**src/rtl/fir_pkg.sv**
```systemverilog
// Shared constants and types for the FIR output chain.
//   FIR_TAPS / FIR_LAT : FIR geometry; together they set how many samples
//                        are pipeline-fill transient after reset (SKIP_DEF).
//   IN_W_DEF/OUT_W_DEF : Q2.30 FIR sum in, Q1.15 sample out.
//   OUT_MAX / OUT_MIN  : Q1.15 saturation rails.
//   state_e            : output-stage warm-up FSM states.
package fir_pkg;
  localparam int FIR_TAPS  = 56;
  // input, product and sum registers ahead of the FIR output
  localparam int FIR_LAT   = 3;
  localparam int SKIP_DEF  = FIR_TAPS + FIR_LAT;

  localparam int IN_W_DEF  = 32;
  localparam int OUT_W_DEF = 16;

  localparam logic signed [OUT_W_DEF-1:0] OUT_MAX = 16'sh7FFF;
  localparam logic signed [OUT_W_DEF-1:0] OUT_MIN = 16'sh8000;

  typedef enum logic {WARMUP, RUN} state_e;
endpackage

```
**src/rtl/sync_fifo.sv**
```systemverilog
// First-word-fall-through synchronous FIFO.
//   clk, rst     : rising-edge clock, synchronous active-low reset
//   wr_en/wr_data: write request; accepted if not full or a read frees a slot
//   rd_en        : pop head when non-empty (ignored when empty)
//   rd_data      : head word, 0 when empty
//   level        : occupancy 0..DEPTH
//   valid        : non-empty
//   drop         : write request rejected this cycle (full, no read)
module sync_fifo #(
  parameter int WIDTH = 16,
  parameter int DEPTH = 8
) (
  input  logic                     clk,
  input  logic                     rst,
  input  logic                     wr_en,
  input  logic [WIDTH-1:0]         wr_data,
  input  logic                     rd_en,
  output logic [WIDTH-1:0]         rd_data,
  output logic [$clog2(DEPTH):0]   level,
  output logic                     valid,
  output logic                     drop
);
  localparam int AW = $clog2(DEPTH);

  logic [WIDTH-1:0] mem_q [DEPTH];
  logic [AW-1:0]    wptr_q, wptr_d, rptr_q, rptr_d;
  logic [AW:0]      cnt_q, cnt_d;
  logic             empty, full, do_rd, do_wr;

  always_comb begin
    empty  = (cnt_q == '0);
    full   = (cnt_q == (AW+1)'(DEPTH));
    do_rd  = rd_en && !empty;
    // a read in the same cycle frees the slot, so a full FIFO still accepts
    do_wr  = wr_en && (!full || do_rd);
    drop   = wr_en && full && !do_rd;
    wptr_d = do_wr ? wptr_q + AW'(1) : wptr_q;
    rptr_d = do_rd ? rptr_q + AW'(1) : rptr_q;
    cnt_d  = cnt_q;
    case ({do_wr, do_rd})
      2'b10:   cnt_d = cnt_q + (AW+1)'(1);
      2'b01:   cnt_d = cnt_q - (AW+1)'(1);
      default: cnt_d = cnt_q;
    endcase
  end

  always_ff @(posedge clk) begin
    if (!rst) begin
      wptr_q <= '0;
      rptr_q <= '0;
      cnt_q  <= '0;
    end else begin
      wptr_q <= wptr_d;
      rptr_q <= rptr_d;
      cnt_q  <= cnt_d;
    end
  end

  // storage needs no reset: the head is masked while empty
  always_ff @(posedge clk) begin
    if (do_wr) mem_q[wptr_q] <= wr_data;
  end

  assign rd_data = empty ? '0 : mem_q[rptr_q];
  assign valid   = !empty;
  assign level   = cnt_q;
endmodule

```
**src/rtl/fir_out_requant.sv**
```systemverilog
// FIR output stage: round/saturate Q2.30 -> Q1.15, discard the post-reset
// fill transient, decimate, and buffer in a FWFT FIFO (valid/ready).
//   clk, rst            : rising-edge clock, synchronous active-low reset
//   in_en, in_data      : FIR sample strobe and signed sum
//   out_data/valid/ready: FIFO head handshake (out_data=0 when empty)
//   level               : FIFO occupancy
//   warm                : fill transient has been discarded
//   sat_flag, ovf_flag  : sticky saturation / FIFO-full drop flags
//   clr_flags           : clear both flags (a same-cycle set wins)
module fir_out_requant
  import fir_pkg::*;
#(
  parameter int IN_W       = IN_W_DEF,
  parameter int OUT_W      = OUT_W_DEF,
  parameter int FRAC_SHIFT = 15,
  parameter int SKIP       = SKIP_DEF,
  parameter int DECIM      = 4,
  parameter int DEPTH      = 8
) (
  input  logic                   clk,
  input  logic                   rst,
  input  logic                   in_en,
  input  logic [IN_W-1:0]        in_data,
  output logic [OUT_W-1:0]       out_data,
  output logic                   out_valid,
  input  logic                   out_ready,
  output logic [$clog2(DEPTH):0] level,
  output logic                   warm,
  output logic                   sat_flag,
  output logic                   ovf_flag,
  input  logic                   clr_flags
);
  localparam int SKW = (SKIP > 0) ? $clog2(SKIP + 1) : 1;
  localparam int PW  = (DECIM > 1) ? $clog2(DECIM) : 1;
  localparam state_e RST_STATE = (SKIP == 0) ? RUN : WARMUP;
  localparam logic [IN_W:0] RND = (IN_W+1)'(1) << (FRAC_SHIFT - 1);

  typedef struct packed {
    logic             keep;
    logic [OUT_W-1:0] word;
  } s1_t;

  state_e         state_q, state_d;
  logic [SKW-1:0] skip_q, skip_d;
  logic [PW-1:0]  phase_q, phase_d;
  s1_t            s1_q, s1_d;
  logic           sat_q, sat_d, ovf_q, ovf_d;
  logic           sat_set, fifo_drop;

  // ---- round half up, arithmetic shift, saturate ----
  logic [IN_W:0]        t_rnd;
  logic signed [IN_W:0] r_shf;
  logic                 sat_hi, sat_lo;
  logic [OUT_W-1:0]     q_word;

  always_comb begin
    t_rnd  = {in_data[IN_W-1], in_data} + RND;
    r_shf  = $signed(t_rnd) >>> FRAC_SHIFT;
    // in range iff every bit above the Q1.15 sign bit equals the sign
    sat_hi = !r_shf[IN_W] &&  (|r_shf[IN_W-1:OUT_W-1]);
    sat_lo =  r_shf[IN_W] && !(&r_shf[IN_W-1:OUT_W-1]);
    if (sat_hi)      q_word = {1'b0, {(OUT_W-1){1'b1}}};
    else if (sat_lo) q_word = {1'b1, {(OUT_W-1){1'b0}}};
    else             q_word = r_shf[OUT_W-1:0];
  end

  // ---- warm-up / decimation FSM and stage 1 ----
  always_comb begin
    state_d = state_q;
    skip_d  = skip_q;
    phase_d = phase_q;
    s1_d    = '0;
    sat_set = 1'b0;
    case (state_q)
      WARMUP: begin
        if (in_en) begin
          skip_d = skip_q + SKW'(1);
          // the sample that completes the skip is itself discarded
          if (skip_d == SKW'(SKIP)) state_d = RUN;
        end
      end
      RUN: begin
        if (in_en) begin
          if (phase_q == '0) begin
            s1_d.keep = 1'b1;
            s1_d.word = q_word;
            sat_set   = sat_hi || sat_lo;
          end
          phase_d = (phase_q == PW'(DECIM - 1)) ? '0 : phase_q + PW'(1);
        end
      end
      default: state_d = RST_STATE;
    endcase
    sat_d = sat_set   || (sat_q && !clr_flags);
    ovf_d = fifo_drop || (ovf_q && !clr_flags);
  end

  always_ff @(posedge clk) begin
    if (!rst) begin
      state_q <= RST_STATE;
      skip_q  <= '0;
      phase_q <= '0;
      s1_q    <= '0;
      sat_q   <= 1'b0;
      ovf_q   <= 1'b0;
    end else begin
      state_q <= state_d;
      skip_q  <= skip_d;
      phase_q <= phase_d;
      s1_q    <= s1_d;
      sat_q   <= sat_d;
      ovf_q   <= ovf_d;
    end
  end

  // ---- stage 2: FIFO write ----
  sync_fifo #(.WIDTH(OUT_W), .DEPTH(DEPTH)) u_fifo (
    .clk     (clk),
    .rst     (rst),
    .wr_en   (s1_q.keep),
    .wr_data (s1_q.word),
    .rd_en   (out_ready),
    .rd_data (out_data),
    .level   (level),
    .valid   (out_valid),
    .drop    (fifo_drop)
  );

  assign warm     = (state_q == RUN);
  assign sat_flag = sat_q;
  assign ovf_flag = ovf_q;
endmodule

```
**config.mk**
```make
export PLATFORM = sky130hd
export DESIGN_NAME = fir_out_requant
export DESIGN_NICKNAME = d
export VERILOG_FILES = /design/src/rtl/fir_pkg.sv /design/src/rtl/sync_fifo.sv /design/src/rtl/fir_out_requant.sv
export SDC_FILE = /design/constraint.sdc
export NUM_CORES = 1
export LEC_CHECK = 0
export CORE_MARGIN = 3
export CORE_UTILIZATION = 57
export DETAILED_ROUTE_END_ITERATION = 10
export DONT_BUFFER_PORTS = 1
export GPL_TIMING_DRIVEN = 0
export PLACE_DENSITY = 0.75
export SETUP_SLACK_MARGIN = 0.4
export SLEW_MARGIN = 15
export SYNTH_ARGS = -nofsm -noshare
export SYNTH_HDL_FRONTEND = slang
export SYNTH_SLANG_ARGS = --single-unit
```
**constraint.sdc**
```tcl
create_clock -name clk -period 2.55 [get_ports clk]
set_clock_uncertainty 0.15 [all_clocks]
set_input_delay 0.3825 -clock clk [delete_from_list [all_inputs] [get_ports clk]]
set_output_delay 0.3825 -clock clk [all_outputs]
set_load 0.02 [all_outputs]
```
After elaboration in Yosys (flattened, before gate mapping) --
Memories as Yosys holds them, arrays and structs flattened. A register that Yosys moved wholly into a read port is not among the register bits. Cells that the tools add are included.
Word-level totals: bits in registers 38, bits in writable memories 128, logic and storage cells 72, memories 1
Memory list:
- u_fifo.mem_q | depth 8, bits a word 16, read ports 1, clocked after memory_dff 1, write ports 1, RTL line sync_fifo.sv:25 | logic [WIDTH-1:0] mem_q [DEPTH];
Cells by class: eq/ne operators 5, bitwise operators 4, mux-type cells 16, reduce and logical (&&, ||, !) cells 28, add/subtract/negate cells 7
Operator list (count):
- 2-to-1 mux 16 bit | 3
- adder 32 x 16 -> 33 bit, second input constant | 1
- 2-to-1 mux 17 bit | 1
- logical AND 1 bit | 8
- 2-to-1 mux 1 bit | 8
- case mux 4 bit (2 select lines) | 1
- adder 3 x 1 -> 3 bit, second input constant | 2
- adder 6 x 1 -> 6 bit, second input constant | 1
- equality test 6 bit, second input constant | 1
- logical NOT 1 bit | 6
- 2-to-1 mux 3 bit | 2
- AND reduction 3 bit | 2
- OR reduction 5 bit | 1
- adder 4 x 1 -> 4 bit, second input constant | 1
- equality test 2 bit, second input constant | 2
- equality test 4 bit, second input constant | 1
- logical NOT 4 bit | 1
- logical OR 1 bit | 4
- NOT 1 bit | 4
- AND reduction 2 bit | 2
- AND reduction 4 bit | 1
- subtractor 4 x 1 -> 4 bit, second input constant | 1
- OR reduction 3 bit | 1
- adder 2 x 1 -> 2 bit, second input constant | 1
- 4 further kinds | 4

Longest topological paths before layout --
Gate-level depths: netlist (run 1).
depth in word-level cells 9, depth in mapped cells 10, gate-level depth less buffers 10

Modules after synthesis --
From an unflattened synthesis (run 1), not the netlist that was laid out.
Unflattened totals: cells, all modules 448, area total of the unflattened synthesis 7186.9 um^2
By module, submodules not included:
- sync_fifo | cells each 283, instances 1, area each 5619.1 um^2, seq. area each 4103.9 um^2
- fir_out_requant | cells each 165, instances 1, area each 1567.8 um^2, seq. area each 560.5 um^2

Least setup slack after synthesis (run 1) --
No wires, ideal clock.
path kind register to register, start point reg u_fifo.cnt_q[0], in the netlist u_fifo.level[0], end point mem u_fifo.mem_q[0][0] (enable), arrival time 2.264 ns, setup time 0.409 ns, stages on the path, launching flop included 5, required time 1.991 ns, buffers on the path 0, period minus slack after synthesis 2.824 ns, setup slack -0.274 ns, cell sequence dfxtp_1 > nor3_1 > a31oi_1 > nand2b_1 > nor3_1
On the way: cells in the longest elaborated chain, start to end 7, elaborated cells on any way between the ends 9
RTL lines:
- from (decl) | RTL line sync_fifo.sv:27 | logic [AW:0] cnt_q, cnt_d;
- from (signal assigned) | RTL line sync_fifo.sv:55 | cnt_q <= cnt_d;
- logical NOT 4 bit | RTL line sync_fifo.sv:31 | empty = (cnt_q == '0);
- logical NOT 1 bit | RTL line sync_fifo.sv:33 | do_rd = rd_en && !empty;
- logical AND 1 bit | RTL line sync_fifo.sv:33
- logical OR 1 bit * | RTL line sync_fifo.sv:35 | do_wr = wr_en && (!full || do_rd);
- logical AND 1 bit * | RTL line sync_fifo.sv:35
- 2-to-1 mux 1 bit * | RTL line sync_fifo.sv:61 | if (do_wr) mem_q[wptr_q] <= wr_data;
- 2-to-1 mux 1 bit (not written as such) * | RTL line sync_fifo.sv:61
- to (decl) | RTL line sync_fifo.sv:25
Every way passes the cells marked *; elsewhere a longest branch is shown, timed or not.

==> reports/results.txt, run 1 <==
DR vias - 4081
Crit path DAT - 1.96 ns
Slew Limit Fails - 0
CP max FO - 7
WP data required - 2.02 ns
CP endpoint kind - output pin
RD Place Congestion - 0.713
Synth Flop Type - edfxtp_1
Leakage power - 2.80 nW
Top post-synthesis cells by area - edfxtp_1 55%, dfxtp_1 12%, mux4_2 10%, mux2i_1 2.3%, xnor2_1 2.0%
Remaining DRCs - 0
Port Buf Inserts - 0
CTS Buffer Depth - 2
Crit path buffers/inverters - 3
RSZ-0062 raised after global routing - yes
Minimum clock period after layout - 2.49 ns
Hold path start - rst
Largest net degree at the start of global routing - 17
Hold crit path type - input pin to register
Cells after Synth - 440
Worst skew pair latency - 0.42 ns
Worst stage delay on the critical path - 0.53 ns
Critical path class - register to output pin
Num CTS Buffers - 17
Clk slew on worst S/H paths - 0.06 ns
Largest family of logic cells by synthesized area - multiplexers
Most common cell after layout, fill and taps aside - edfxtp_1
Final setup viols - 0
CTS sink count - 169
Placeable Area - 0.0117 mm²
Number of DRC markers in iteration 0 - 405
Dpl cell area - 0.00724 mm²
CP Launch Type - register
Layout cells sized above 1 - 32.3%
Max IR drop VDD - 0.533 mV
Vias in the first global route - 4092
Status - complete, but fails checks
Initial Utilization - 59.6%
Top cell type's share of synthesized area - 55.1%
Adder-cell area share of the yosys netlist - 2.08%
Total track usage - 23.2%
CP cell instances - clkbuf_16, buf_6, buf_6, mux4_2, mux2i_4, nor2_4
Final period util - 97.7%
Final nets - 546
Slew @ Worst Pin - 0.478 ns
Violated checks - negative hold slack
Most used cell, CP - buf_6
Top-level I/O count - 61
Cell area after layout - 0.00871 mm²
Async SR Flop Fraction - 0%
Xor/xnor share of the synthesized area - 3.64%
# Max-Cap Violations - 0
H-tree depth - 4
Sequential fraction of the synthesis area - 66.8%
Most frequent cells in the layout - 128 x edfxtp_1, 36 x dfxtp_1, 32 x mux4_2, 25 x nand2_1, 20 x clkbuf_16
CP delay by family, top - multiplexers
CP max-delay cell - mux4_2
Total power - 5.68 mW
Yosys top cell by area - edfxtp_1
Synth Area per Inst - 15.9 µm²
Synth cell types - 46
First-pass GRT wire length - 22400 µm
Synthesized area - 0.00698 mm²
Mapped Nets - 488
Post-DRT Antenna Nets - 0
Site row count - 39
Fmax - 401 MHz
TritonRoute pass-1 iters - 5
Compound-cell area share of the yosys netlist - 4.41%
CTS tree - done
Clock root buffer - clkbuf_16
Endpoints failing hold - 1
Initial antenna violation count - 0
Die Area - 0.0136 mm²
Die height - 117 µm
Simple-Gate Fraction of Synth Area - 8.68%
Number of synthesized flops with an enable pin - 128
Syn-to-layout area delta - 24.8%
Synth warnings - 0
GRT overflow - 0
FF+latch count, synth - 169
Final WL - 15800 µm
Mux contribution to synthesized area - 12.6%
Hold Slack - -0.00450 ns
Routed length per placed instance - 24.1 µm
Worst r2r src - u_fifo.level[1]
Relative slew slack - 67.8%
Die width - 117 µm
N_diodes - 0
Vias per cell - 6.24
Pwr dens - 652 mW/mm²
Hpwl dp - 8070 µm
==> worst paths after layout <==
path	to	slack [ns]	depth (start not counted)
min reg2reg	phase_q[1]	0.35	2
min	s1_q[16]	-0.004	2
max	out_data[0]	0.06	6
max reg2reg	u_fifo.level[3]	0.07	10
==> through the flow <==
| step | instances | setup WS (ns) | hold WS, ns | util (%) | TNS, ns |
|---|---|---|---|---|---|
| after detailed placement | 583 | -0.180 | 0.330 | 61.8 | -1.55 |
| after global routing | 654 | -0.0195 | 0.00198 | 74.4 | -0.0316 |
| after global placement | 583 | -0.113 | 0.321 | 61.8 | -0.375 |
| final | 654 | 0.0577 | -0.00450 | 74.4 | 0 |
| after floorplan | 440 | 0.201 | 0.310 | - | 0 |
| after CTS | 642 | 0.0678 | 0.000713 | 71.8 | 0 |
==> cells in the mapped netlist, types with 3 or more instances <==
| library cell | number |
|---|---|
| o21ai_0 | 9 |
| nor3_1 | 6 |
| ha_1 | 10 |
| clkbuf_1 | 9 |
| o21ai_2 | 10 |
| mux4_2 | 32 |
| edfxtp_1 | 128 |
| nand2b_1 | 4 |
| nor2_1 | 29 |
| nand4_1 | 9 |
| nand3_1 | 13 |
| and2_1 | 12 |
| a21oi_1 | 4 |
| xnor2_1 | 16 |
| mux2i_1 | 16 |
| nand2_1 | 25 |
| buf_2 | 3 |
| inv_1 | 10 |
| o21a_1 | 3 |
| dfxtp_1 | 41 |
| a21boi_0 | 7 |
| xor2_1 | 13 |
==> cell type report <==
type,instances,area [µm²]
sequential,169,4680
fill,657,3000
multi-input combinational,245,2450
timing repair buffer,39,552
clock buffer,22,444
buffer,16,191
tap,143,179
clock inverter,10,170
inverter,10,41.3
==> flip-flops by register name, summed over array words and instances, names as in the netlist, 2 cells and up, named ones only <==
name	flops
u_fifo.wptr_q	3
skip_q	6
u_fifo.mem_q	128
u_fifo.level	4
phase_q	2
u_fifo.rptr_q	3
s1_q	17
==> worst reg2reg max path, delay by kind of cell (launching register included) <==
family / cells / cell delay, ns
AND/OR/NAND/NOR: 3 / 0.68
AO/OA/AOI/OAI: 3 / 0.47
flip-flops: 1 / 0.41
adder cells (fa/ha/maj): 2 / 0.39
buffers and inverters: 1 / 0.18
XOR/XNOR: 1 / 0.13
==> logic make-up after synthesis <==
logic type               after synthesis
XOR/XNOR                              29
flip-flops                           169
adder cells (fa/ha/maj)               11
multiplexers                          48
AND/OR/NAND/NOR                      115
buffers and inverters                 26
AO/OA/AOI/OAI                         42
==> power breakdown <==
| group | internal, mW | leakage [nW] | total [mW] | switching, mW |
|---|---|---|---|---|
| registers | 2.92 | 1.45 | 2.92 | 0.00356 |
| logic | 0.0375 | 1.06 | 0.0754 | 0.0379 |
| clock network | 1.65 | 0.289 | 2.68 | 1.03 |
==> metal layers <==
| metal | track usage (%) | wire length (µm) | vias to the layer above | part of all wire [%] |
|---|---|---|---|---|
| li1 | - | - | 1810 | - |
| met1 | 30.3 | 6520 | 2068 | 41 |
| met2 | 38.3 | 7920 | 173 | 50 |
| met3 | 6.53 | 967 | 30 | 6.1 |
| met4 | 7.26 | 345 | 0 | 2.2 |
| met5 | 0 | 0 | - | 0 |
==> timing repair <==
item / 4_1_cts / 5_1_grt
setup endpoints to repair: 148 / 105
gates resized for setup: 61 / 28
hold buffers: 9 / 0
pin swaps: 10 / 13
hold endpoints to repair: 10 / 0
buffers inserted: 16 / 10
cloned: 2 / 2
No activity file was read; power rests on OpenSTA's default activity.
==> run 2: changes to the inputs <==
--- a/config.mk
+++ b/config.mk
@@ -6,11 +6,11 @@
 export NUM_CORES = 1
 export LEC_CHECK = 0
 export CORE_MARGIN = 3
-export CORE_UTILIZATION = 57
+export CORE_UTILIZATION = 35
 export DETAILED_ROUTE_END_ITERATION = 10
 export DONT_BUFFER_PORTS = 1
 export GPL_TIMING_DRIVEN = 0
-export PLACE_DENSITY = 0.75
+export PLACE_DENSITY = 0.51
 export SETUP_SLACK_MARGIN = 0.4
 export SLEW_MARGIN = 15
 export SYNTH_ARGS = -nofsm -noshare
==> reports/results.txt, run 2 (synthesis gave the netlist of run 1 again) <==
Hold crit path type - input pin to register
Remaining DRCs - 0
Slew Limit Fails - 0
CTS Buffer Depth - 2
Die width - 147 µm
Post-DRT Antenna Nets - 0
TritonRoute pass-1 iters - 5
Critical path class - register to output pin
Register name with the most flops - u_fifo.mem_q
CP Launch Type - register
Num CTS Buffers - 17
CP delay by family, top - multiplexers
Total track usage - 13.4%
Most frequent cells in the layout - 128 x edfxtp_1, 36 x dfxtp_1, 32 x mux4_2, 25 x nand2_1, 19 x clkbuf_16
# Max-Cap Violations - 0
CP cell instances - clkbuf_16, buf_12, buf_16, mux4_2, mux2i_1, nor2_1
Cell area after layout - 0.00877 mm²
Worst stage delay on the critical path - 0.49 ns
Initial Utilization - 35.7%
Fmax - 406 MHz
Status - complete, but fails checks
CP endpoint kind - output pin
Port Buf Inserts - 0
Top-level I/O count - 61
Clk slew on worst S/H paths - 0.07 ns
Die height - 147 µm
Initial antenna violation count - 0
Number of DRC markers in iteration 0 - 173
Final WL - 14200 µm
CTS sink count - 169
Endpoints failing hold - 1
Relative slew slack - 67.1%
Slew @ Worst Pin - 0.489 ns
N_diodes - 0
Syn-to-layout area delta - 25.7%
CP max FO - 7
Violated checks - negative hold slack
Final setup viols - 0
Dpl cell area - 0.00739 mm²
First-pass GRT wire length - 21800 µm
Clock root buffer - clkbuf_16
Placed cell count - 705
Largest register FFs - 128
DR vias - 3770
Worst skew pair latency - 0.42 ns
WP data required - 2.02 ns
Layout cells sized above 1 - 30.7%
Hold Slack - -0.00381 ns
Vias in the first global route - 3925
CTS tree - done
RD Place Congestion - 0.731
Largest registers - u_fifo.mem_q (128), s1_q (17), skip_q (6)
Hpwl dp - 8840 µm
Final nets - 543
Finished Layout Cells - 773
Placeable Area - 0.0195 mm²
Crit path buffers/inverters - 3
Final period util - 96.5%
Crit path DAT - 1.93 ns
Most common cell after layout, fill and taps aside - edfxtp_1
GRT overflow - 0
CP max-delay cell - mux4_2
Largest net degree at the start of global routing - 20
Setup TNS - 0 ns
Vias per cell - 4.88
Leakage power - 2.77 nW
Minimum clock period after layout - 2.46 ns
H-tree depth - 4
RSZ-0062 raised after global routing - yes
Max IR drop VDD - 0.446 mV
FILL cells - 1763
Die Area - 0.0217 mm²
Site row count - 51
Pwr dens - 629 mW/mm²
Routed length per placed instance - 18.4 µm
## run 2: cell count changes in the layout (fill, tap and decap cells not counted), sizes merged
cell         delta
clkbuf          -6
clkinv          +2
bufinv          -4
clkinvlp        -1
inv             +8
dlygate4sd3     +4
buf             -6
## run 2: area by class of cell
cell class	instances	area (µm²)	share of cell area [%]
clock inverter	15	169	1.92
buffer	16	190	2.17
multi-input combinational	245	2430	27.7
timing repair buffer	36	504	5.75
sequential	169	4680	53.3
inverter	10	41.3	0.471
tap	265	332	3.78
clock buffer	17	425	4.85
## run 2: path summary, 6_finish.rpt
path | startpoint | cells after the start | to | slack, ns
setup / recovery | register | 6 | out_data[12] | 0.09
hold reg to reg | phase_q[1] | 2 | phase_q[1] | 0.35
setup reg to reg | u_fifo.level[3] | 10 | u_fifo.level[3] | 0.25
hold / removal | rst | 2 | s1_q[16] | -0.004
## run 2: report_power, final
part	switching [mW]	internal, mW
clock	1.20	1.33
combinational	0.0373	0.0404
sequential	0.00364	2.92
## run 2: routing by layer
metal  wire length (µm)  track usage [%]  share of wire (%)
met1               6420             17.9                 45
met2               7070             21.5                 50
met3                626             3.82                4.4
met4                 98             4.05               0.69
met5                  0                0                  0
## run 2: repair_timing
action	in CTS	in global routing
gates resized for setup	63	18
hold endpoints to repair	13	0
setup buffers	11	8
hold buffers	13	0
gates cloned	3	1
setup endpoints to repair	149	86
pin swaps	10	10
## run 2: through the flow
stage	utilization, %	worst slack (ns)	power (mW)
6_report	44.9	0.0888	5.52
4_1_cts	43.9	0.0665	5.58
3_5_place_dp	37.9	-0.289	3.04
5_1_grt	44.9	0.00247	5.70
2_1_floorplan	-	0.201	3.03
3_3_place_gp	37.9	-0.255	3.04
## run 2: worst register-to-register path, stage by stage (launching register included)
cell and delay [ns]:
dfxtp_4 0.40, nor4_4 0.29, buf_6 0.14, nor2_4 0.05, ha_4 0.18, ha_4 0.20
a21o_1 0.15, a21oi_2 0.13, xnor2_1 0.09, or3_1 0.31, a21boi_1 0.13
==> run 3: changes to the inputs <==
==> constraint.sdc (replaced) <==
create_clock -name clk -period 2.55 [get_ports clk]
set_clock_uncertainty 0.15 [all_clocks]
set_input_delay 0.3825 -clock clk [delete_from_list [all_inputs] [get_ports clk]]
set_output_delay 0.3825 -clock clk [all_outputs]
set_load 0.1 [all_outputs]
==> reports/results.txt, run 3 (synthesis gave the netlist of run 1 again) <==
Status - complete, but fails checks
Violated checks - negative setup slack
Largest registers - u_fifo.mem_q (128), s1_q (17), skip_q (6)
Max IR drop VDD - 0.548 mV
Critical path class - register to output pin
Leakage power - 2.87 nW
Hold Slack - 0.00396 ns
Pwr dens - 617 mW/mm²
RSZ-0062 raised after global routing - yes
CP max FO - 6
First-pass GRT wire length - 22500 µm
N_diodes - 0
Total power - 5.54 mW
Vias in the first global route - 4025
Most common cell after layout, fill and taps aside - edfxtp_1
WP data required - 2.02 ns
Die width - 147 µm
Largest register FFs - 128
GRT overflow - 0
Initial antenna violation count - 0
Register name with the most flops - u_fifo.mem_q
Number of DRC markers in iteration 0 - 180
CP Launch Type - register
Reg2reg setup slack - 0.03 ns
DR vias - 3801
Worst skew pair latency - 0.41 ns
Die height - 147 µm
Clk slew on worst S/H paths - 0.07 ns
Slew Limit Fails - 0
Post-DRT Antenna Nets - 0
Endpoints failing hold - 0
TritonRoute pass-1 iters - 4
Relative slew slack - 35.3%
Largest net degree at the start of global routing - 17
Placeable Area - 0.0195 mm²
CP cell instances - nor4_4, buf_6, buf_12, buf_12, nor2_4
Most used cell, CP - buf_12
Placed cell count - 705
Remaining DRCs - 0
Clock root buffer - clkbuf_16
Vias per cell - 4.91
Finished Layout Cells - 774
Num CTS Buffers - 17
Layout cells sized above 1 - 34.8%
Port Buf Inserts - 0
CTS tree - done
Fmax - 390 MHz
Final nets - 544
Final setup viols - 1
CP max-delay cell - dfxtp_4
Crit path DAT - 2.03 ns
CTS Buffer Depth - 2
Hpwl dp - 8840 µm
H-tree depth - 4
Routed length per placed instance - 18.9 µm
Post-Place Worst Slack - -0.738 ns
Setup WS post-layout - -0.0131 ns
Total track usage - 13.9%
Die Area - 0.0217 mm²
Slew @ Worst Pin - 0.968 ns
Final WL - 14600 µm
Minimum clock period after layout - 2.56 ns
Syn-to-layout area delta - 28.7%
CTS sink count - 169
CP endpoint kind - output pin
Worst stage delay on the critical path - 0.58 ns
Final period util - 101%
Post-Route Utilization - 46.0%
# Max-Cap Violations - 0
Site row count - 51
Hold crit path type - input pin to register
Initial Utilization - 35.7%
Top-level I/O count - 61
Most frequent cells in the layout - 128 x edfxtp_1, 34 x dfxtp_1, 32 x mux4_2, 24 x nand2_1, 23 x nor2_4
RD Place Congestion - 0.706
-- run 3: path summary, 6_finish.rpt --
kind	start	cells after the start	endpoint
max	u_fifo.level[0]	5	out_data[1]
min	rst	2	s1_q[16]
max reg2reg	u_fifo.level[3]	11	u_fifo.level[3]
min reg2reg	phase_q[1]	2	phase_q[1]
-- run 3: repair_timing --
action | CTS | global route
hold buffers | 10 | 0
setup endpoints to repair | 163 | 118
gates resized for setup | 82 | 11
cloned | 0 | 4
buffers inserted | 17 | 6
endpoints found under the hold margin | 10 | 0
pin swaps | 20 | 8
-- run 3: final cells by class --
class                   instances  area [µm²]
repair buffers                 37         552
inverters                      10        41.3
well taps                     265         332
plain buffers                  16         211
clock inverters                15         160
clock buffers                  17         425
flip-flops and latches        169        4690
fillers                      1742       10500
multi-input cells             245        2570
-- run 3: where the power goes --
| part | leakage [nW] | switching (mW) | total [mW] | internal [mW] |
|---|---|---|---|---|
| combinational | 1.13 | 0.0365 | 0.0750 | 0.0385 |
| clock | 0.288 | 1.09 | 2.55 | 1.46 |
| sequential | 1.45 | 0.00346 | 2.92 | 2.92 |
-- run 3: per-layer routing --
metal / global-route usage [%] / share of wire [%] / vias to the layer above
met4: 3.49 / 1.1 / 0
met2: 23.5 / 50 / 63
met3: 4.04 / 3.3 / 12
met1: 17.7 / 46 / 1917
li1: - / - / 1809
met5: 0 / 0 / -
-- run 3: per-stage QoR --
step                setup TNS (ns)  area, µm²
floorplan                   -0.476       7130
global placement            -19.29       7460
detailed placement          -22.74       7460
CTS                         -0.468       8780
global route                -0.675       8980
finish                     -0.0131       8980
-- run 3: critical path, delay by kind of cell (launching register included) --
family                 cells  cell delay [ns]
and+or+nand+nor            2             0.61
buffers and inverters      3             0.42
DFF                        1             0.58
